--- src/rtl/ff_bank.sv ---
// Multi-channel configurable storage bank: each channel behaves as a D, T, JK
// or single-clock latch-emulation register, with a registered change flag.
module ff_bank #(
  parameter int unsigned      WIDTH     = 8,
  parameter int unsigned      CHANNELS  = 4,
  parameter logic [WIDTH-1:0] RESET_VAL = '0
) (
  input  logic                      clk_i,
  input  logic                      rst_i,
  input  logic [CHANNELS-1:0]       en_i,
  input  logic [2*CHANNELS-1:0]     mode_i,
  input  logic [CHANNELS-1:0]       gate_i,
  input  logic [CHANNELS*WIDTH-1:0] d_i,
  input  logic [CHANNELS*WIDTH-1:0] k_i,
  output logic [CHANNELS*WIDTH-1:0] q_o,
  output logic [CHANNELS*WIDTH-1:0] qn_o,
  output logic [CHANNELS-1:0]       chg_o
);

  localparam logic [1:0] MODE_D     = 2'b00;
  localparam logic [1:0] MODE_T     = 2'b01;
  localparam logic [1:0] MODE_JK    = 2'b10;
  localparam logic [1:0] MODE_LATCH = 2'b11;

  logic [CHANNELS*WIDTH-1:0] s_q, s_d;
  logic [CHANNELS-1:0]       chg_q, chg_d;

  for (genvar c = 0; c < CHANNELS; c++) begin : g_ch
    logic [WIDTH-1:0] s_cur;
    logic [WIDTH-1:0] d_c;
    logic [WIDTH-1:0] k_c;
    logic [WIDTH-1:0] s_nxt;
    logic [1:0]       mode_c;
    logic             transp;

    assign s_cur  = s_q[c*WIDTH +: WIDTH];
    assign d_c    = d_i[c*WIDTH +: WIDTH];
    assign k_c    = k_i[c*WIDTH +: WIDTH];
    assign mode_c = mode_i[2*c +: 2];

    always_comb begin
      s_nxt = s_cur;
      if (en_i[c]) begin
        case (mode_c)
          MODE_D:     s_nxt = d_c;
          MODE_T:     s_nxt = s_cur ^ d_c;
          MODE_JK:    s_nxt = (d_c & ~s_cur) | (~k_c & s_cur);
          MODE_LATCH: s_nxt = gate_i[c] ? d_c : s_cur;
          default:    s_nxt = s_cur;
        endcase
      end
    end

    assign s_d[c*WIDTH +: WIDTH] = s_nxt;
    assign chg_d[c]              = (s_nxt != s_cur);

    // Reset forces the stored view so q_o never shows d while rst_i is high.
    assign transp = (mode_c == MODE_LATCH) & en_i[c] & gate_i[c] & ~rst_i;
    assign q_o[c*WIDTH +: WIDTH] = transp ? d_c : s_cur;
  end

  always_ff @(posedge clk_i) begin
    if (rst_i) begin
      s_q   <= {CHANNELS{RESET_VAL}};
      chg_q <= '0;
    end else begin
      s_q   <= s_d;
      chg_q <= chg_d;
    end
  end

  assign qn_o  = ~q_o;
  assign chg_o = chg_q;

endmodule

--- config.mk ---
export PLATFORM = sky130hd
export DESIGN_NAME = ff_bank
export DESIGN_NICKNAME = d
export VERILOG_FILES = /design/src/rtl/ff_bank.sv
export SDC_FILE = /design/constraint.sdc
export NUM_CORES = 1
export LEC_CHECK = 0
export BUFFER_PORTS_ARGS = -buffer_cell sky130_fd_sc_hd__buf_2
export CORE_MARGIN = 5
export CORE_UTILIZATION = 49
export DETAILED_ROUTE_END_ITERATION = 7
export GPL_TIMING_DRIVEN = 0
export PLACE_DENSITY = 0.82
export SLEW_MARGIN = 40
export SYNTH_ARGS = -nofsm -noshare
export SYNTH_HDL_FRONTEND = slang
export SYNTH_SLANG_ARGS = --single-unit
--- constraint.sdc ---
create_clock -name clk_i -period 2.5 [get_ports clk_i]
set_clock_uncertainty 0.1 [all_clocks]
set_input_delay 0 -clock clk_i [delete_from_list [all_inputs] [get_ports clk_i]]
set_output_delay 0 -clock clk_i [all_outputs]
set_load 0.01 [all_outputs]
==> flow_summary.ini <==
[hold_path]
hold_path_startpoint = k_i[6]
min_path_type = in2reg
whs_endpoint = s_q[6]
whs_path_depth = 4

[setup_path]
required_ps = 2580
worst_r2r_endpoint = chg_o[0]
worstSetupEndpointType = flop
start_kind = flop
arrival_ps = 2200
cp_max_fo = 4
r2r_start = s_q[5]
startpoint = s_q[5]
r2r_setup_slack_ps = 370
reg2regPathDepth = 6
worstSetupPathType = reg2reg

[sta]
slew_viol_final = 0
worst_slew_pin_slew_ps = 826
fin_crit_sh_pct = 85.1
rsz0062_at_grt = no
fmax_ghz = 0.470
final.setup.tns_ps = 0
relSlewSlack_pct = 44.7
hold_viol_final = 0
layout_min_cycle_time_ps = 2130
setup_viol = 0

[grt]
grt_max_degree = 12
grt_pass1_vias = 3969
grtUsageTotal_pct = 24.2
grt_pass1_wl_um = 17700
antenna_found_initial = 0
grt_overflow = 0

[floorplan]
start_util_pct = 50.3
io-pin-count = 150
die_w_um = 93.5
die_h_um = 93.5
die-area_um2 = 8740
rows = 30
fp.coreArea_um2 = 6790

[synth]
netlist.area_leader.share_pct = 21.1
syn_nets = 583
synth-simple-area-share_pct = 21.2
synthXorXnorAreaFrac_pct = 4.10
synth_common_cells = inv_1, nand2_1, a21oi_1
synth_top_area_cell = dfxtp_1
synth_edf_count = 0
avgSynthCellArea_um2 = 6.82
synth_compound_area_share_pct = 33.7
synthTopCellsByArea = dfxtp_1, mux2_2, a21oi_1
synthAdderAreaFrac_pct = 0
ys_warn_count = 0
synth_ff_type = dfxtp_1
synth.area.mux_share_pct = 10.1
synth_top_family_by_area = compound AO/OA/AOI/OAI gates
yosys.cell_count.top_type = inv_1
ys_seq_area_share_pct = 21.1
synth_seq_cells = 36
yosysUniqueCellTypes = 52
async_reset_ff_share_pct = 0
syn_area_um2 = 3420
netlist_instances = 501

[finish]
fin_cells = 770
syn2layout_area_growth_pct = 33.7
nets = 754
drive_gt1_share_pct = 28.2

[place]
numPortBuffers = 145
placedCellCount = 742
hpwl_um = 8470
finalWeightedCongestion = 0.904

[job]
cap_violations = 0

[drt]
vias_per_cell = 5.65
firstDrtPassIters = 5
drtIter0Drc = 175
post-route-drc-count = 0
wl_met1_um = 4720
ant_nets = 0
post_drt_wl_per_cell_um = 14.6
wl_met2_um = 5580
dr_wl_met3_um = 775
drt-total-wl_um = 11300
vias = 4351
top_layer_used = met4

[cts]
clock_sinks = 36
clockBufferDepth = 2
cts_max_level = 2
clk_pin_slew_ps = 80
cts_root_buf = clkbuf_8
insertion_delay_ps = 280
cts_tree = done
cts_buffers = 5

[power_and_ir_drop]
ir_drop_mv = 0.269
powerDensity_nw_per_um2 = 404
power_leakage_nw = 1.98

[status]
status = finished clean
## flip-flops by register name (all words and copies together), names as in the netlist
signal and count:
s_q 32, chg_o 4
## kinds of logic (layout without fill, tap and decap cells)
kind of cell	Yosys count	after routing
other	0	1
buffers and inverters	88	260
DFF	36	36
AOI/OAI and AO/OA	176	176
and+or+nand+nor	154	154
muxes	31	31
xor gates and xnor gates	16	16
## worst max-delay path by stage
stage	slack, ps	end	cells after the start
2_1_floorplan	580	chg_o[0]	6
6_report	370	chg_o[0]	6
4_1_cts	390	chg_o[0]	6
3_3_place_gp	410	chg_o[0]	6
3_5_place_dp	410	chg_o[0]	6
5_1_grt	280	qn_o[16]	9
## area by class of cell
type | instances | area [um2]
Antenna cell | 1 | 2.50
Buffer | 29 | 114
Clock buffer | 6 | 72.6
Clock inverter | 2 | 35.0
Fill cell | 627 | 2230
Inverter | 59 | 221
Multi-Input combinational cell | 377 | 2370
Sequential cell | 36 | 721
Tap cell | 96 | 120
Timing Repair Buffer | 164 | 916
## placed cells by master (no fill, tap or decap), types with 15 or more instances in the layout
cell and n:
nand2b_1 15, inv_1 58, a21oi_1 47, dfxtp_1 36
buf_2 149, mux2_2 28, nand2_1 55, o211ai_1 17
nor2_1 40, dlygate4sd3_1 19, clkbuf_1 26, o21ai_0 35
## layer usage
layer  GRT usage, %  vias up
met5              0        -
met4           7.33        0
met3           3.86       20
met2           42.8      207
met1           30.0     1981
li1               -     2143
## through the flow
| step | setup WS [ps] | utilization, % | cell area (um2) | power (mW) | hold slack (ps) |
|---|---|---|---|---|---|
| 2_1_floorplan | 575 | - | 3420 | 1.05 | 35.2 |
| 3_5_place_dp | 406 | 62.7 | 4260 | 1.31 | 199 |
| 6_report | 373 | 67.2 | 4570 | 1.84 | 16.7 |
| 4_1_cts | 390 | 67.1 | 4560 | 1.85 | 5.45 |
| 5_1_grt | 277 | 67.2 | 4570 | 1.96 | 39.0 |
| 3_3_place_gp | 410 | 62.7 | 4260 | 1.29 | 194 |
## power breakdown
part           leakage, nW  internal (mW)  switching (mW)  total, mW
Clock               0.0552          0.296           0.217      0.514
Sequential           0.297          0.615          0.0440      0.659
Combinational         1.63          0.295           0.376      0.671
Total                 1.98           1.21           0.637       1.84
## timing repair
item                      CTS  global route
hold endpoints to repair   19             0
gates resized for setup     0             0
buffers inserted            0             0
hold buffers               19             0
## critical path, stage by stage, from the launching register on
cell and delay, ps:
dfxtp_1 390, inv_2 70, a222oi_1 340, or4b_1 460
a2111o_1 400, nor4_2 160, o2bb2ai_1 100
Power figures use the tool's default switching activity.
